[config.mk]
export PLATFORM = sky130hd
export DESIGN_NAME = pixel_scheduler
export DESIGN_NICKNAME = d
export VERILOG_FILES = /design/src/rtl/vector_pkg.sv /design/src/rtl/pixel_scheduler_credit_counter.sv /design/src/rtl/pixel_scheduler.sv
export SDC_FILE = /design/constraint.sdc
export NUM_CORES = 1
export LEC_CHECK = 0
export ABC_CLOCK_PERIOD_IN_PS = 3100
export CAP_MARGIN = 20
export CORE_MARGIN = 2
export CORE_UTILIZATION = 50
export CTS_CLUSTER_SIZE = 16
export DETAILED_ROUTE_END_ITERATION = 8
export PLACE_DENSITY = 0.8
export SLEW_MARGIN = 10
export SYNTH_ARGS = -nofsm -noshare
export SYNTH_HDL_FRONTEND = slang
export SYNTH_SLANG_ARGS = --single-unit
[constraint.sdc]
create_clock -name clk -period 3.1 [get_ports clk]
set_input_delay 0.93 -clock clk [delete_from_list [all_inputs] [get_ports clk]]
set_output_delay 0.93 -clock clk [all_outputs]
set_load 0.01 [all_outputs]
[src/rtl/vector_pkg.sv]
// Shared fixed-point container and pixel-scheduler types. Screen size defaults come from
// `SCREEN_WIDTH / `SCREEN_HEIGHT when the build does not define them.
`ifndef SCREEN_WIDTH
`define SCREEN_WIDTH 640
`endif
`ifndef SCREEN_HEIGHT
`define SCREEN_HEIGHT 480
`endif

package vector_pkg;

  localparam int unsigned FRAC_BITS = 16;
  typedef logic signed [31:0] fp_t;

  // Credit counts are held in 8 bits, enough for up to 255 downstream FIFO slots.
  localparam int unsigned CREDIT_W = 8;

  typedef enum logic [1:0] {
    IDLE  = 2'd0,
    RUN   = 2'd1,
    DRAIN = 2'd2
  } sched_state_t;

  function automatic int unsigned pixel_idx_w(input int unsigned w, input int unsigned h);
    int unsigned m;
    m = (w > h) ? w : h;
    return (m < 2) ? 1 : $clog2(m);
  endfunction

  localparam int unsigned PIXEL_IDX_W = pixel_idx_w(`SCREEN_WIDTH, `SCREEN_HEIGHT);

endpackage

[src/rtl/pixel_scheduler_credit_counter.sv]
// Credit counter for the downstream ray FIFO: take on issue, give on consume; a give
// while already full saturates instead of wrapping.
module credit_counter
  import vector_pkg::*;
#(
  parameter int unsigned CREDITS = 16
) (
  input  logic                clk,
  input  logic                rst,
  input  logic                take,
  input  logic                give,
  output logic [CREDIT_W-1:0] count,
  output logic                has_credit,
  output logic                full
);

  localparam logic [CREDIT_W-1:0] CREDIT_MAX = CREDIT_W'(CREDITS);

  logic [CREDIT_W-1:0] count_q, count_d;

  always_comb begin
    count_d = count_q;
    if (take && !give && has_credit) begin
      count_d = count_q - 1'b1;
    end else if (give && !take && !full) begin
      count_d = count_q + 1'b1;
    end
  end

  always_ff @(posedge clk) begin
    if (!rst) begin
      count_q <= CREDIT_MAX;
    end else begin
      count_q <= count_d;
    end
  end

  assign count      = count_q;
  assign has_credit = (count_q != '0);
  assign full       = (count_q == CREDIT_MAX);

  // A return with every slot already free means downstream consumed a ray it never got.
  return_while_full: assert property (@(posedge clk) disable iff (!rst) !(give && full));

endmodule

[src/rtl/pixel_scheduler.sv]
// Raster-order pixel issue with credit throttling towards the ray pipeline.
// Optional abort input is built in when PIXEL_SCHED_ABORT_EN is defined.
`ifndef SCREEN_WIDTH
`define SCREEN_WIDTH 640
`endif
`ifndef SCREEN_HEIGHT
`define SCREEN_HEIGHT 480
`endif

// state | meaning
// IDLE  | waiting for start; x/y at 0
// RUN   | issuing one pixel per cycle while credits remain
// DRAIN | all pixels issued (or aborted); waiting for every credit to come back
module pixel_scheduler
  import vector_pkg::*;
#(
  parameter int unsigned SCREEN_WIDTH  = `SCREEN_WIDTH,
  parameter int unsigned SCREEN_HEIGHT = `SCREEN_HEIGHT,
  parameter int unsigned CREDITS       = 16
) (
  input  logic clk,
  input  logic rst,
  input  logic start,
  input  logic credit_return,
`ifdef PIXEL_SCHED_ABORT_EN
  input  logic abort,
`endif
  output fp_t  screen_x,
  output fp_t  screen_y,
  output logic coords_valid,
  output logic busy,
  output logic frame_done
);

  localparam int unsigned PIX_W = pixel_idx_w(SCREEN_WIDTH, SCREEN_HEIGHT);
  localparam logic [PIX_W-1:0] X_LAST = PIX_W'(SCREEN_WIDTH - 1);
  localparam logic [PIX_W-1:0] Y_LAST = PIX_W'(SCREEN_HEIGHT - 1);

  sched_state_t state_q, state_d;
  logic [PIX_W-1:0] x_q, x_d;
  logic [PIX_W-1:0] y_q, y_d;
  fp_t  screen_x_q, screen_x_d;
  fp_t  screen_y_q, screen_y_d;
  logic coords_valid_q, coords_valid_d;
  logic busy_q, busy_d;
  logic frame_done_q, frame_done_d;

  logic                issue;
  logic                has_credit;
  logic                credits_full;
  logic [CREDIT_W-1:0] credit_count;

  credit_counter #(
    .CREDITS (CREDITS)
  ) u_credit (
    .clk        (clk),
    .rst        (rst),
    .take       (issue),
    .give       (credit_return),
    .count      (credit_count),
    .has_credit (has_credit),
    .full       (credits_full)
  );

  always_comb begin
    state_d        = state_q;
    x_d            = x_q;
    y_d            = y_q;
    screen_x_d     = screen_x_q;
    screen_y_d     = screen_y_q;
    coords_valid_d = 1'b0;
    frame_done_d   = 1'b0;
    issue          = 1'b0;

    case (state_q)
      IDLE: begin
        if (start) begin
          state_d = RUN;
        end
      end
      RUN: begin
`ifdef PIXEL_SCHED_ABORT_EN
        if (abort) begin
          state_d = DRAIN;
        end else
`endif
        if (has_credit) begin
          // Decision uses the registered count; a same-cycle return only helps next cycle.
          issue          = 1'b1;
          coords_valid_d = 1'b1;
          screen_x_d     = fp_t'({{(32 - PIX_W){1'b0}}, x_q});
          screen_y_d     = fp_t'({{(32 - PIX_W){1'b0}}, y_q});
          if (x_q == X_LAST) begin
            x_d = '0;
            if (y_q == Y_LAST) begin
              y_d     = '0;
              state_d = DRAIN;
            end else begin
              y_d = y_q + 1'b1;
            end
          end else begin
            x_d = x_q + 1'b1;
          end
        end
      end
      DRAIN: begin
        if (credits_full) begin
          state_d      = IDLE;
          frame_done_d = 1'b1;
          x_d          = '0;
          y_d          = '0;
        end
      end
      default: begin
        state_d = IDLE;
      end
    endcase

    busy_d = (state_d != IDLE);
  end

  always_ff @(posedge clk) begin
    if (!rst) begin
      state_q        <= IDLE;
      x_q            <= '0;
      y_q            <= '0;
      screen_x_q     <= '0;
      screen_y_q     <= '0;
      coords_valid_q <= 1'b0;
      busy_q         <= 1'b0;
      frame_done_q   <= 1'b0;
    end else begin
      state_q        <= state_d;
      x_q            <= x_d;
      y_q            <= y_d;
      screen_x_q     <= screen_x_d;
      screen_y_q     <= screen_y_d;
      coords_valid_q <= coords_valid_d;
      busy_q         <= busy_d;
      frame_done_q   <= frame_done_d;
    end
  end

  assign screen_x     = screen_x_q;
  assign screen_y     = screen_y_q;
  assign coords_valid = coords_valid_q;
  assign busy         = busy_q;
  assign frame_done   = frame_done_q;

endmodule

==> summary.txt <==
Drt
  • Initial DRT Pass Iterations: 4
  • WL per Instance: 13.6 um
  • Vias: 2651
  • DR vias/cell: 5.52
  • Detail Route Antenna Nets: 0
  • # DRC: 0
  • Wirelength, routed: 6540 um
  • Starting DRC count in detailed routing: 169

Global routing
  • First-pass GRT wire length: 10700 um
  • GRT Total Usage: 20.2%
  • Largest net degree at the start of global routing: 41
  • Grt total ovfl: 0
  • Initial antenna violation count: 0
  • Vias in the first global route: 2396

Logic synthesis
  • Syn Area/Cell: 8.17 sq um
  • Post-synth EDFFs: 0
  • Ys flop type: dfxtp_1
  • Synth Register Bits: 53
  • Warnings, synthesis: 0
  • Cells after Synth: 373
  • Register area share after synthesis: 34.8%
  • Asr flop ratio synth: 0%
  • Count of different cell masters after synthesis: 58
  • Synthesized area: 0.00305 sq mm

Critical path
  • Worst endpoint data arrival time: 2980 ps
  • CP Cell Sequence: clkdlybuf4s50_1, inv_1, nand2_1, inv_1, ha_1, nor2b_1, o31a_1, mux2_2, o21ai_0, a21oi_1
  • FF-to-FF End: u_credit.count[6]
  • R2r setup slk: 440 ps
  • CP dominant cell by count: inv_1
  • Critical Path End Type: flop
  • Slowest cell delay on critical path: 470 ps
  • Crit-path max FO: 7
  • CP startpoint kind: input port
  • R2R Path Start: u_credit.count[3]
  • Worst setup path endpoint: u_credit.count[6]
  • Crit Path Class: input port to flop
  • CP Launch Point: credit_return
  • Worst path required time: 3300 ps
  • Master of the slowest instance on the critical path: clkdlybuf4s50_1
  • Number of cells on the worst reg-to-reg path: 10

Finish
  • Fillers: 560
  • Layout Cells excl Fill: 480
  • Design area: 0.00335 sq mm
  • Share of layout cells above drive strength 1: 8.64%
  • Area growth, synth to finish: 10.1%
  • Nets: 417
  • ANT cells: 0

Run
  • Max cap viols: 0

Clock tree
  • Worst-Skew Late Latency: 320 ps
  • Clk sinks: 53
  • # resized after CTS: 0
  • CTS tree: yes
  • Clk buf depth: 2
  • # hold bufs at CTS: 0
  • CTS H-tree depth: 2
  • Num CTS Buffers: 5
  • Setup bufs post-CTS: 0
  • Clock Pin Slew Worst Setup and Hold Paths: 100 ps
  • Root Buffer Master: clkbuf_8

Timing
  • Min cycle time layout: 2770 ps
  • Final WS setup: 326 ps
  • Final setup viols: 0
  • Final worst path period share: 89.5%
  • Relative slew slack: 54.5%
  • Worst-Margin Slew: 677 ps
  • Maximum clock rate: 360 MHz
  • RSZ-0062 raised after global routing: no
  • Post-route setup TNS: 0 ps
  • Fin. Hold Viols: 0
  • Clock skew: 8.98 ps
  • Max Slew Vio Count: 0

Floorplan
  • Top-Level Pins: 71
  • Core ar.: 0.00592 sq mm
  • Die H: 82.1 um
  • Cell Rows: 28
  • Die W: 82.1 um
  • Die ar.: 0.00673 sq mm
  • Initial Util: 51.5%

Pwr
  • PD cells: 477 mW/mm^2
  • Power Total: 1600 uW
  • Lkg Pwr: 0.00120 uW
  • Max IR drop VDD: 0.000253 V

Placed design
  • HPWL Detailed: 4750 um
  • Buffers on Ports: 26
  • Dpl cells: 472
  • Dpl ws: 4.60 ps
  • Area post-placement: 0.00326 sq mm
  • Global placer's final weighted congestion: 0.888

Hold path
  • Hold Crit Class: flop to flop

Run status
  • Status: complete, no violations
## synthesized netlist by cell type (all sizes together), types with 4 or more instances
cell     n  area (sq um)
a21oi   42           210
nor2b    4          25.0
inv     10          37.5
nand2   64           240
nand2b   6          37.5
nor3     8          40.0
or3      5          31.3
or4      6          52.6
nor4     6          65.1
nand4    5          37.5
clkbuf   8          30.0
mux2i    6          72.6
nand3b   4          30.0
o21ai   16          91.3
nor2    20          75.1
dfxtp   53          1060
buf     46           340
ha       8           100
nand3   11          65.1
## how the worst min path moves through the flow
| stage | start | to | slack (ps) | depth (start not counted) |
|---|---|---|---|---|
| CTS | screen_x[4] | screen_x[4] | 460 | 2 |
| detailed placement | screen_y[2] | screen_y[2] | 450 | 2 |
| global placement | screen_y[6] | screen_y[6] | 440 | 2 |
| floorplan | y_q[9] | screen_y[9] | 440 | 2 |
| finish | screen_x[4] | screen_x[4] | 460 | 2 |
| global route | screen_y[0] | screen_y[0] | 480 | 2 |
## worst max-delay path: cells and delay by family
| family | cells | cell delay [ps] |
|---|---|---|
| AND/OR/NAND/NOR | 2 | 310 |
| multiplexers | 1 | 330 |
| adder cells (fa/ha/maj) | 1 | 340 |
| buffers and inverters | 3 | 670 |
| AO/OA/AOI/OAI | 3 | 400 |
## power breakdown
part	internal, uW	switching (uW)
clock	164	246
sequential	712	48.2
combinational	176	255
total	1050	549
## kinds of logic after synthesis
family,share of synthesized area (%)
multiplexers,2.75
adder cells (fa/ha/maj),3.94
buffers and inverters,13.4
AND/OR/NAND/NOR,26.0
other,0.123
flip-flops,34.8
AO/OA/AOI/OAI,17.5
XOR/XNOR,1.44
## layout make-up
cell class | count | area (sq um) | share of cell area (%)
clock buffers | 5 | 68.8 | 2.05
clock inverters | 3 | 25.0 | 0.746
inverters | 10 | 37.5 | 1.12
multi-input cells | 299 | 1740 | 51.9
flip-flops and latches | 53 | 1060 | 31.6
well taps | 75 | 93.8 | 2.80
repair buffers | 35 | 328 | 9.78
## sequential cells by signal, indices dropped and copies added, names as in the netlist
| register | flops |
|---|---|
| screen_x | 10 |
| screen_y | 10 |
| frame_done | 1 |
| coords_valid | 1 |
| state_q | 2 |
| u_credit.count | 8 |
| x_q | 10 |
| busy | 1 |
| y_q | 10 |
## stage by stage
step                      util, %  hold WS [ps]
final                        56.6           460
after CTS                    56.6           463
after global placement       55.1           444
after detailed placement     55.1           449
after floorplan                 -           436
after global routing         56.6           482
## per-layer routing
layer	global-route usage, %	part of all wire, %	vias up
li1	-	-	1291
met1	23.4	43	1277
met2	36.7	52	70
met3	3.85	3.7	13
met4	7.00	1.7	0
met5	0	0	-
## cell usage in the layout (no fill, tap or decap), types with 2 or more instances in the layout
cell type / instances
a21oi_1: 42
a22oi_1: 2
a31oi_1: 2
and2_1: 2
and3_1: 2
buf_4: 9
clkbuf_8: 5
clkdlybuf4s50_1: 26
conb_1: 44
dfxtp_1: 53
ha_1: 8
inv_1: 9
mux2i_1: 5
nand2_1: 64
nand2b_1: 6
nand3_1: 9
nand3_2: 2
nand3b_1: 4
nand4_1: 4
nor2_1: 20
nor2b_1: 4
nor3_1: 8
nor4_1: 3
nor4_2: 2
o2111ai_1: 2
o211ai_1: 2
o21ai_0: 15
o21bai_1: 2
o22ai_1: 3
o31a_1: 3
o32ai_1: 2
or3_1: 5
or4_1: 4
or4_4: 2
xnor2_1: 3
xor2_1: 2
(Power assumes the default switching activity.)
